[src/rtl/aes_128_keyram_ctrl.sv]
// Round-key RAM controller for AES-128: loads NR+1 expanded keys, then paces key_ready per round.
// Define KEYRAM_CTRL_ERR_EN to add a sticky err output flagging ignored requests.
module aes_128_keyram_ctrl #(
    parameter int NR        = 10,
    parameter int ROUND_CYC = 3
) (
    input  logic         clk,
    input  logic         kill,
    input  logic         load_start,
    input  logic         kx_valid,
    input  logic [127:0] kx_key,
    output logic         kx_ready,
    input  logic         run_start,
    output logic         keys_valid,
    output logic         busy,
    output logic [3:0]   round_idx,
    output logic         last_round,
    output logic         run_done,
    output logic         rd_rewind,
    output logic         en_wr,
    output logic [3:0]   addr_wr,
    output logic [127:0] key_round_wr,
    output logic         key_ready
`ifdef KEYRAM_CTRL_ERR_EN
    ,
    output logic         err
`endif
);

    localparam int              CW         = $clog2(ROUND_CYC);
    localparam logic [3:0]      LAST_KEY   = 4'(NR);
    localparam logic [CW-1:0]   CYC_RELOAD = CW'(ROUND_CYC - 1);

    typedef enum logic [1:0] {IDLE, LOAD, RUN} state_t;

    state_t         state, state_nxt;
    logic [3:0]     wr_ptr, wr_ptr_nxt;
    logic [3:0]     wr_addr;
    logic [3:0]     rnd_cnt, rnd_cnt_nxt;
    logic [CW-1:0]  cyc_cnt, cyc_cnt_nxt;
    logic           issued_all, issued_all_nxt;
    logic           accept;
    logic           keys_valid_nxt, en_wr_nxt, rd_rewind_nxt;
    logic           key_ready_nxt, last_round_nxt, run_done_nxt;
    logic [3:0]     addr_wr_nxt, round_idx_nxt;
    logic [127:0]   key_round_wr_nxt;

    assign kx_ready = (state == LOAD);
    assign busy     = (state != IDLE);
    assign accept   = kx_valid && kx_ready;
    // A beat arriving together with a restart becomes key 0 of the new load.
    assign wr_addr  = load_start ? 4'd0 : wr_ptr;

    always_ff @(posedge clk or negedge kill) begin
        if (!kill) begin
            state <= IDLE;
        end else begin
            state <= state_nxt;
        end
    end

    always_comb begin
        state_nxt = state;
        case (state)
            IDLE: begin
                if (load_start) begin
                    state_nxt = LOAD;
                end else if (run_start && keys_valid) begin
                    state_nxt = RUN;
                end
            end
            LOAD: begin
                if (accept && wr_addr == LAST_KEY) begin
                    state_nxt = IDLE;
                end
            end
            RUN: begin
                if (cyc_cnt == '0 && issued_all) begin
                    state_nxt = IDLE;
                end
            end
            default: state_nxt = IDLE;
        endcase
    end

    always_comb begin
        wr_ptr_nxt       = wr_ptr;
        rnd_cnt_nxt      = rnd_cnt;
        cyc_cnt_nxt      = cyc_cnt;
        issued_all_nxt   = issued_all;
        keys_valid_nxt   = keys_valid;
        addr_wr_nxt      = addr_wr;
        key_round_wr_nxt = key_round_wr;
        round_idx_nxt    = round_idx;
        en_wr_nxt        = 1'b0;
        rd_rewind_nxt    = 1'b0;
        key_ready_nxt    = 1'b0;
        last_round_nxt   = 1'b0;
        run_done_nxt     = 1'b0;
        case (state)
            IDLE: begin
                if (load_start) begin
                    wr_ptr_nxt     = 4'd0;
                    keys_valid_nxt = 1'b0;
                end else if (run_start && keys_valid) begin
                    rd_rewind_nxt  = 1'b1;
                    cyc_cnt_nxt    = '0;
                    rnd_cnt_nxt    = 4'd0;
                    issued_all_nxt = 1'b0;
                end
            end
            LOAD: begin
                if (load_start) begin
                    wr_ptr_nxt = 4'd0;
                end
                if (accept) begin
                    en_wr_nxt        = 1'b1;
                    addr_wr_nxt      = wr_addr;
                    key_round_wr_nxt = kx_key;
                    if (wr_addr == LAST_KEY) begin
                        keys_valid_nxt = 1'b1;
                        wr_ptr_nxt     = wr_addr;
                    end else begin
                        wr_ptr_nxt = wr_addr + 4'd1;
                    end
                end
            end
            RUN: begin
                // cyc_cnt counts down the gap to the next key_ready; zero means act this edge.
                if (cyc_cnt == '0) begin
                    if (issued_all) begin
                        run_done_nxt = 1'b1;
                    end else begin
                        key_ready_nxt  = 1'b1;
                        round_idx_nxt  = rnd_cnt;
                        last_round_nxt = (rnd_cnt == LAST_KEY);
                        cyc_cnt_nxt    = CYC_RELOAD;
                        if (rnd_cnt == LAST_KEY) begin
                            issued_all_nxt = 1'b1;
                        end else begin
                            rnd_cnt_nxt = rnd_cnt + 4'd1;
                        end
                    end
                end else begin
                    cyc_cnt_nxt = cyc_cnt - CW'(1);
                end
            end
            default: ;
        endcase
    end

    always_ff @(posedge clk or negedge kill) begin
        if (!kill) begin
            wr_ptr       <= 4'd0;
            rnd_cnt      <= 4'd0;
            cyc_cnt      <= '0;
            issued_all   <= 1'b0;
            keys_valid   <= 1'b0;
            addr_wr      <= 4'd0;
            key_round_wr <= '0;
            round_idx    <= 4'd0;
            en_wr        <= 1'b0;
            rd_rewind    <= 1'b0;
            key_ready    <= 1'b0;
            last_round   <= 1'b0;
            run_done     <= 1'b0;
        end else begin
            wr_ptr       <= wr_ptr_nxt;
            rnd_cnt      <= rnd_cnt_nxt;
            cyc_cnt      <= cyc_cnt_nxt;
            issued_all   <= issued_all_nxt;
            keys_valid   <= keys_valid_nxt;
            addr_wr      <= addr_wr_nxt;
            key_round_wr <= key_round_wr_nxt;
            round_idx    <= round_idx_nxt;
            en_wr        <= en_wr_nxt;
            rd_rewind    <= rd_rewind_nxt;
            key_ready    <= key_ready_nxt;
            last_round   <= last_round_nxt;
            run_done     <= run_done_nxt;
        end
    end

`ifdef KEYRAM_CTRL_ERR_EN
    logic ignored;

    assign ignored = (load_start && state == RUN)
                  || (run_start && (state != IDLE || !keys_valid))
                  || (kx_valid && state != LOAD);

    always_ff @(posedge clk or negedge kill) begin
        if (!kill) begin
            err <= 1'b0;
        end else if (ignored) begin
            err <= 1'b1;
        end
    end
`endif

endmodule

[config.mk]
export PLATFORM = sky130hd
export DESIGN_NAME = aes_128_keyram_ctrl
export DESIGN_NICKNAME = d
export VERILOG_FILES = /design/src/rtl/aes_128_keyram_ctrl.sv
export SDC_FILE = /design/constraint.sdc
export NUM_CORES = 1
export LEC_CHECK = 0
export CELL_PAD_IN_SITES_DETAIL_PLACEMENT = 1
export CELL_PAD_IN_SITES_GLOBAL_PLACEMENT = 2
export CORE_UTILIZATION = 24
export DETAILED_ROUTE_END_ITERATION = 12
export GPL_ROUTABILITY_DRIVEN = 0
export PLACE_DENSITY = 0.85
export SETUP_SLACK_MARGIN = 0.5
export SLEW_MARGIN = 30
export SYNTH_ARGS = -nofsm -noshare
export SYNTH_HDL_FRONTEND = slang
export SYNTH_SLANG_ARGS = --single-unit
[constraint.sdc]
create_clock -name clk -period 1.6 [get_ports clk]
set_input_delay 0.32 -clock clk [delete_from_list [all_inputs] [get_ports clk]]
set_output_delay 0.32 -clock clk [all_outputs]
set_load 0.05 [all_outputs]
==> run metrics, run 1 <==
DRT antenna net count 0; Hold WC Path Type in2async; Int Power 8.60 mW; largest fanout on the critical path 4; worst r2r src state[0]$_DFFE_PN0P_; power share of the sequential group 35.9%; Logic pwr share 33.9%; leakage 6.21 nW; GRT overflow 0; worst rel slew slack 72.6%; Core Util, Final 52.6%; DR iter-0 viols 204; CP startpoint state[1]$_DFFE_PN0P_; max-slew violations 0; clk slew on worst S/H paths 70 ps; clk buf depth 2; Worst-Margin Slew 411 ps; final period utilization 106%; Clock Skew 8.93 ps; Setup WS post-layout -96.4 ps; Setup CP Type reg2out; Remaining DRCs 0; total negative slack -2760 ps; die width 160 um; CTS H-tree lvls 4; hpwl dp 13500 um; NetSw 4.33 mW; layout cells sized above 1 63.4%; drt wl/cell 19.1 um; Post-Route WL 23500 um; Synthesized Nets 528; I/O pin count 277; First-pass DRT Iterations 4; design area 0.0129 mm^2; initial antenna violation count 0; Post-DP Area 0.00985 mm^2; Power per Cell Area 1000 mW/mm^2; Max-cap violations 0; status finished with violations; share of the synthesized area in the top cell type 64.6%; Fmax 589 MHz; FP Rows 57; clk_lat worst skew 420 ps; Core Area 0.0245 mm^2; RSZ-0062 raised after global routing true; die area 0.0257 mm^2; ant diodes 0; Buffers on Ports 276; violated checks negative setup slack; chip height 160 um; Largest delay share family, worst path buffers and inverters; cell taking the most area after synthesis dfrtp_1; CP Launch Type register; Top FF cell, synth dfrtp_1; Syn Inst Count 390; nets 1027; Root Buffer Master clkbuf_16; Synth cell types 38; Post-synth ARST share 100%; clock share of power 30.2%; CP Buf/Inv Count 4; first-pass GRT wire length 33900 um; all-layer global routing usage 17.3%; Max VDD drop 709 uV; Seq/Total Area, Yosys 64.6%; WP data arrival 1380 ps; Cell Chain, Critical Path buf_6 > buf_8 > nor2_4 > inv_4 > buf_12; Sink Count 155; mapped cell area 0.00601 mm^2; Yosys reg bits 155; vias in the first global route 5706; pin count of the biggest net entering global routing 42; Post-synth EDFFs 0; Synth area leaders dfrtp_1 (65%), mux2_1 (24%), buf_6 (1.3%); Final setup viols 85; Worst path max stage delay 410 ps; YS warnings 0; Layout Area Growth over Synthesis 114%; CTS tree done; CP Capture Type output pin; min Tclk post-route 1700 ps; CTS buffer count 17; switch share 33.5%; final hold vios 0; Vias 5188; syn_area_per_cell 15.4 um^2; initial core utilization 24.6%; post-DR vias/cell 4.23; WP data required 1280 ps; Slowest cell on crit path dfrtp_1
==> power by group through the flow <==
stage          clock network (mW)  logic, mW  registers (mW)
6_report                     3.90       4.38            4.64
5_1_grt                      4.17       4.56            4.67
4_1_cts                      4.01       4.14            4.60
3_5_place_dp                    0       3.36            4.63
3_3_place_gp                    0       3.31            4.62
2_1_floorplan                   0      0.793            5.83
==> flip-flops by register name, summed over array words and instances (netlist names), 2 cells and up <==
signal,count
addr_wr,4
wr_ptr,4
key_round_wr,128
round_idx,4
state,2
rnd_cnt,4
cyc_cnt,2
==> cell usage after synthesis (2+ instances only) <==
master and count:
nand3_1 3, nor2_1 4, nor2b_1 2, buf_6 7
nand2_1 20, o2bb2ai_1 2, nand3b_1 3, nand2b_1 4
a21oi_1 4, inv_2 3, inv_1 7, mux2_1 130
o31ai_1 2, clkbuf_1 2, buf_2 10, ha_1 5
o21ai_1 7, dfrtp_1 155
==> worst reg2reg max path: cells and delay by family (launching register included) <==
family	cells	cell delay, ps
DFF	1	410
buffers and inverters	5	730
and+or+nand+nor	1	110
muxes	1	320
==> kinds of logic after synthesis <==
kind of cell | share of synthesized area (%)
flip-flops | 64.6
multiplexers | 24.4
AND/OR/NAND/NOR | 3.94
buffers and inverters | 2.89
AO/OA/AOI/OAI | 3.06
adder cells (fa/ha/maj) | 1.04
XOR/XNOR | 0.146
==> area by class of cell <==
| type | instances | area [um^2] |
|---|---|---|
| repair buffers | 499 | 5370 |
| clock inverters | 14 | 124 |
| fillers | 2379 | 11600 |
| multi-input cells | 206 | 2620 |
| well taps | 324 | 405 |
| inverters | 10 | 50.0 |
| clock buffers | 18 | 429 |
| flip-flops and latches | 155 | 3880 |
==> per-stage QoR <==
step                worst slack, ps  hold slack (ps)  power, mW  instances
floorplan                       154             24.4       6.63        390
global placement               -237              254       7.93       1014
detailed placement             -336              261       7.99       1014
CTS                            -102              372       12.8       1167
global route                   -154              397       13.4       1226
finish                        -96.4              406       12.9       1226
==> timing repair <==
action	CTS	global route
endpoints found under the setup margin	298	299
endpoints found under the hold margin	27	0
buffers inserted	112	59
cloned	8	0
hold buffers	1	0
resized for setup	214	21
pin swaps	19	10
==> metal layers <==
metal / up-vias / GRT usage, % / share of wire, % / routed length (um)
li1: 2369 / - / - / -
met1: 2623 / 21.6 / 41 / 9590
met2: 180 / 30.5 / 54 / 12700
met3: 16 / 3.90 / 4.3 / 998
met4: 0 / 3.72 / 0.86 / 202
met5: - / 0 / 0 / 0
==> placed cells by master (no fill, tap or decap), types with 2 or more instances in the layout <==
cell / count
buf_4: 155
nand2_4: 2
inv_6: 6
nand2b_1: 2
nand3b_1: 3
mux2_4: 130
buf_6: 155
nand2_2: 9
dfrtp_1: 153
clkbuf_16: 17
inv_8: 3
inv_2: 2
buf_8: 13
clkinvlp_4: 2
clkinv_4: 2
dfrtp_2: 2
nand3_1: 2
nand2_1: 9
a22oi_2: 2
ha_4: 2
buf_16: 8
buf_12: 36
ha_1: 3
clkdlybuf4s50_1: 130
o2bb2ai_2: 2
inv_1: 3
nor2_4: 2
o21ai_1: 5
nand2b_4: 2
o21ai_2: 3
a21oi_1: 3
inv_4: 5
==> path summary, 6_finish.rpt <==
path                                                endpoint  slack, ps  cells after the start
worst max-delay path                                    busy       -100                      5
worst min-delay path            key_round_wr[67]$_DFFE_PN0P_        410                      2
worst max register to register  key_round_wr[42]$_DFFE_PN0P_        -90                      7
worst min register to register        rnd_cnt[2]$_DFFE_PN0P_        510                      1
max in group asynchronous       key_round_wr[96]$_DFFE_PN0P_        590                      3
min in group clk                      addr_wr[2]$_DFFE_PN0P_        440                      3
(Power assumes the default switching activity.)
==> run 2, diff against run 1 <==
- ABC_CLOCK_PERIOD_IN_PS: default -> 1600
- CORE_ASPECT_RATIO: default -> 1.2
- SKIP_CTS_REPAIR_TIMING: default -> 1
==> run 2 against run 1 <==
The flow still finishes with violations (negative setup slack). Sequential cell count stayed put. Final cell count down 8.8%. Clock power is 22% higher. First-iteration DRC count decreased by 66%. Setup slack better by 21 ps. Critical path depth stayed put. Count of clock-buffer cells in the layout is 2 higher. Combinational power down 14%. Utilization fell by 6.2 points.
==> run metrics, run 2 (synthesis results as in run 1) <==
CTS tree done; WP data required 1900 ps (+620 ps); Critical R2R Capture key_round_wr[93]$_DFFE_PN0P_; CP Buf/Inv Count 3 (-1); Core Area 0.0247 mm^2 (+0.86%); total chip power 13.2 mW (+1.8%); worst rel slew slack 77.8% (+5.2 points); DRT antenna net count 0 (unchanged); die width 146 um (-8.6%); Fmax 597 MHz (+1.2%); ant diodes 0 (unchanged); max-slew violations 0 (unchanged); Buffers on Ports 276 (unchanged); Worst-Margin Slew 333 ps (-78.1 ps); Max VDD drop 600 uV (-15%); Setup WS post-layout -75.8 ps (+20.6 ps); Cell Chain, Critical Path buf_6 > nand3b_1 > buf_12 > buf_12 > mux2_1; Max-cap violations 0 (unchanged); chip height 175 um (+9.4%); Worst path max stage delay 440 ps (+30 ps); Power per Cell Area 1150 mW/mm^2 (+14%); clk slew on worst S/H paths 70 ps (about the same); first-pass GRT wire length 27800 um (-18%); Post-Route WL 20000 um (-15%); largest fanout on the critical path 22 (+18); Largest delay share family, worst path buffers and inverters; Final setup viols 123 (+45%); max FFs per register 128 (unchanged); post-DR vias/cell 4.20 (-0.63%); FF-to-FF path depth 5 (-2); r2r setup slk -80 ps (about the same); Most flops, register key_round_wr; DR iter-0 viols 69 (-66%); initial antenna violation count 0 (unchanged); clk_lat worst skew 430 ps (about the same); Hold WC Path Type in2async; Root Buffer Master clkbuf_16; drt wl/cell 17.9 um (-6.6%); Remaining DRCs 0 (unchanged); hold_ws 341 ps (-64.9 ps); CTS H-tree lvls 4 (unchanged); First-pass DRT Iterations 4 (unchanged); CTS buffer count 17 (unchanged); Core Util, Final 46.4% (-6.2 points); layout cells sized above 1 54.1% (-9.3 points); clk buf depth 2 (unchanged); Slowest cell on crit path dfrtp_1; CP Capture Type register; vias in the first global route 4879 (-14%); Post-DP Area 0.00962 mm^2 (-2.3%); all-layer global routing usage 14.2% (-3.1 points); hpwl dp 13300 um (-1.6%); WP data arrival 1980 ps (+600 ps); FP Rows 63 (+11%); I/O pin count 277 (unchanged); leakage 5.46 nW (-12%); nets 918 (-11%); initial core utilization 24.4% (-0.21 points); total negative slack -4400 ps (-1640 ps); design area 0.0115 mm^2 (-11%); Vias 4701 (-9.4%); worst r2r src state[1]$_DFFE_PN0P_; RSZ-0062 raised after global routing true; most common cell after layout, fill and taps aside dfrtp_1; GRT overflow 0 (unchanged); final hold vios 0 (unchanged); pin count of the biggest net entering global routing 48 (+14%); violated checks negative setup slack; die area 0.0257 mm^2 (about the same); CP most frequent cell buf_12; final period utilization 105% (-1.3 points); Clock Skew 10.4 ps (+1.51 ps); Layout Area Growth over Synthesis 90.7%; min Tclk post-route 1680 ps (-20.6 ps); CP Launch Type register; Setup CP Type reg2reg; Sink Count 155 (unchanged); status finished with violations; commonest cells after routing, fill and taps aside dfrtp_1 (153), buf_6 (146), clkdlybuf4s50_1 (131)
## run 2: cell count changes in the layout (fill, tap and decap cells not counted), sizes merged, moves of 2 or more
| cell | delta |
|---|---|
| inv | -9 |
| clkbuf | +2 |
| bufinv | +7 |
| buf | -109 |
## run 2: layout make-up
cell class,count,area [um^2]
Sequential cell,155,3880
Multi-Input combinational cell,206,2500
Fill cell,2458,13200
Timing Repair Buffer,390,3940
Clock inverter,12,245
Inverter,10,42.5
Clock buffer,20,437
Tap cell,325,407
## run 2: where the power goes
group	switching (mW)	total (mW)	internal, mW
combinational	1.97	3.78	1.81
clock	1.69	4.77	3.09
sequential	0.308	4.61	4.30
total	3.97	13.2	9.20
## run 2: routing by layer
metal	vias to the layer above	track usage [%]	part of all wire, %
met4	0	5.34	2.2
met5	-	0	0
met1	2395	16.0	38
li1	2132	-	-
met2	151	25.0	56
met3	23	4.47	4.3
## run 2: worst max-delay path by stage
stage	from	endpoint	slack (ps)	depth (start not counted)
5_1_grt	state[1]$_DFFE_PN0P_	busy	-140	4
3_5_place_dp	load_start	wr_ptr[2]$_DFFE_PN0P_	-340	7
6_report	state[1]$_DFFE_PN0P_	key_round_wr[93]$_DFFE_PN0P_	-80	5
4_1_cts	state[1]$_DFFE_PN0P_	busy	-140	4
3_3_place_gp	load_start	wr_ptr[2]$_DFFE_PN0P_	-260	7
2_1_floorplan	cyc_cnt[1]$_DFFE_PN0P_	rnd_cnt[1]$_DFFE_PN0P_	150	7
## run 2: metrics by stage
stage	setup WS [ps]	instances
after floorplan	154	390
after global placement	-256	1011
after detailed placement	-336	1011
after CTS	-144	1043
after global routing	-135	1118
final	-75.8	1118
==> run 3, diff against run 2 <==
--- a/config.mk
+++ b/config.mk
@@ -10,3 +10,2 @@
 export CELL_PAD_IN_SITES_GLOBAL_PLACEMENT = 2
-export CORE_ASPECT_RATIO = 1.2
 export CORE_UTILIZATION = 24
--- a/constraint.sdc
+++ b/constraint.sdc
@@ -3,2 +3,2 @@
 set_output_delay 0.32 -clock clk [all_outputs]
-set_load 0.05 [all_outputs]
+set_load 0.1 [all_outputs]
==> run 3 against run 2 <==
The run still ends with negative setup slack left. Die area hardly changed. Worst hold slack lost 24 ps. Via count rose by 0.28%. Final cell count down 2.1%. First-iteration DRC count is 99% higher. Total power up 11%. Clock power is 18% lower. Final area up 14%. Largest cell class unchanged.
==> run metrics, run 3 (synthesis results as in run 1) <==
die area 0.0257 mm^2 (about the same); leakage 5.80 nW (+6.2%); final hold vios 0 (unchanged); Core Util, Final 53.4% (+7.0 points); violated checks negative setup slack; WP data required 1280 ps (-620 ps); Worst path max stage delay 420 ps (-20 ps); commonest cells after routing, fill and taps aside buf_12 (155), dfrtp_2 (144), clkdlybuf4s50_1 (130); DR iter-0 viols 137 (+99%); nets 895 (-2.5%); RSZ-0062 raised after global routing true; Max VDD drop 548 uV (-8.7%); Most flops, register key_round_wr; FP Rows 57 (-9.5%); Power per Cell Area 1120 mW/mm^2 (-2.6%); CTS buffer count 17 (unchanged); Core Area 0.0245 mm^2 (-0.85%); Setup WS post-layout -108 ps (-32.7 ps); total chip power 14.6 mW (+11%); met2 Usage GRT 26.3% (+1.3 points); I/O pin count 277 (unchanged); initial core utilization 24.6% (+0.21 points); min Tclk post-route 1710 ps (+32.7 ps); CP Launch Type register; first-pass GRT wire length 29700 um (+6.8%); CTS tree done; status finished with violations; WP data arrival 1390 ps (-590 ps); Layout Area Growth over Synthesis 117%; hold_ws 317 ps (-23.7 ps); post-DR vias/cell 4.31 (+2.5%); CP most frequent cell buf_6; CP Capture Type output pin; initial antenna violation count 0 (unchanged); max FFs per register 128 (unchanged); Finished Layout Cells 1094 (-2.1%); Vias 4714 (+0.28%); Setup CP Type reg2out; Post-Place Cells 1005 (-0.59%); Fmax 585 MHz (-1.9%); Buffers on Ports 276 (unchanged); GRT overflow 0 (unchanged); Root Buffer Master clkbuf_16; DRT antenna net count 0 (unchanged); Hold WC Path Type in2reg; GR Util met3 3.43% (-1.0 points); CTS H-tree lvls 4 (unchanged); Post-Route WL 22000 um (+10%); First-pass DRT Iterations 4 (unchanged); Clock Skew 11.6 ps (+1.19 ps); Remaining DRCs 0 (unchanged); drt wl/cell 20.1 um (+13%); Worst-Margin Slew 350 ps (+17.8 ps); CP Buf/Inv Count 3 (unchanged); Sink Count 155 (unchanged); max-slew violations 0 (unchanged); worst rel slew slack 76.6% (-1.2 points); met1 usage 17.7% (+1.7 points); clk buf depth 2 (unchanged); final period utilization 107% (+2.0 points); Slowest cell on crit path dfrtp_2; chip height 160 um (-8.6%); die width 160 um (+9.4%); Largest delay share family, worst path buffers and inverters; Max-cap violations 0 (unchanged); all-layer global routing usage 15.0% (+0.83 points); GRT busiest layer met2; hpwl dp 14100 um (+5.9%); vias in the first global route 4919 (+0.82%); clk slew on worst S/H paths 70 ps (about the same); layout cells sized above 1 74.3% (+20 points); Cell Chain, Critical Path buf_6 > buf_6 > nor2b_4 > buf_12; clk_lat worst skew 420 ps (about the same); most common cell after layout, fill and taps aside buf_12; ant diodes 0 (unchanged); Final setup viols 131 (+6.5%); largest fanout on the critical path 4 (-82%); pin count of the biggest net entering global routing 50 (+4.2%); total negative slack -5190 ps (-793 ps)
==> run 3: changes by cell type in the layout (fill, tap and decap cells not counted), sizes merged <==
cell | before | now
buf | 258 | 221
bufinv | 7 | 0
clkbuf | 20 | 33
clkdlybuf4s50 | 131 | 130
clkinv | 4 | 2
clkinvlp | 1 | 6
dlymetal6s2s | 0 | 1
inv | 10 | 15
==> run 3: metal layers <==
| layer | vias to the layer above | share of wire, % |
|---|---|---|
| li1 | 2098 | - |
| met1 | 2403 | 40 |
| met2 | 171 | 54 |
| met3 | 42 | 4.4 |
| met4 | 0 | 2.4 |
| met5 | - | 0 |
==> run 3: worst paths after layout <==
kind | startpoint | to | slack (ps) | depth (start not counted)
max | state[1]$_DFFE_PN0P_ | kx_ready | -110 | 4
min | load_start | addr_wr[2]$_DFFE_PN0P_ | 320 | 3
max reg2reg | state[1]$_DFFE_PN0P_ | key_round_wr[4]$_DFFE_PN0P_ | -70 | 6
min reg2reg | rnd_cnt[0]$_DFFE_PN0P_ | rnd_cnt[0]$_DFFE_PN0P_ | 530 | 1
max in group asynchronous | kill | key_round_wr[69]$_DFFE_PN0P_ | 620 | 3
min in group asynchronous | kill | key_round_wr[35]$_DFFE_PN0P_ | 360 | 2
==> run 3: area by class of cell <==
class                      instances  area (um^2)
timing repair buffer             367         5420
fill                            2262        11400
inverter                          10         46.3
clock buffer                      19          443
tap                              324          405
sequential                       155         4060
multi-input combinational        206         2570
clock inverter                    13          109
==> run 3: metrics by stage <==
stage          area (um^2)  setup slack, ps
2_1_floorplan         6610              153
3_3_place_gp         11300             -313
3_5_place_dp         11300             -350
4_1_cts              11900             -210
5_1_grt              13100             -169
6_report             13100             -108
==> run 3: worst reg2reg max path, delay by kind of cell (launching register included) <==
family,cells,cell delay [ps]
buffers and inverters,4,630
and+or+nand+nor,1,200
muxes,1,300
DFF,1,420
==> run 3: where the power goes <==
group	switching (mW)	internal (mW)	leakage, nW
clock network	1.83	2.07	0.257
registers	0.441	4.37	1.68
logic	3.40	2.50	3.86
total	5.67	8.94	5.80
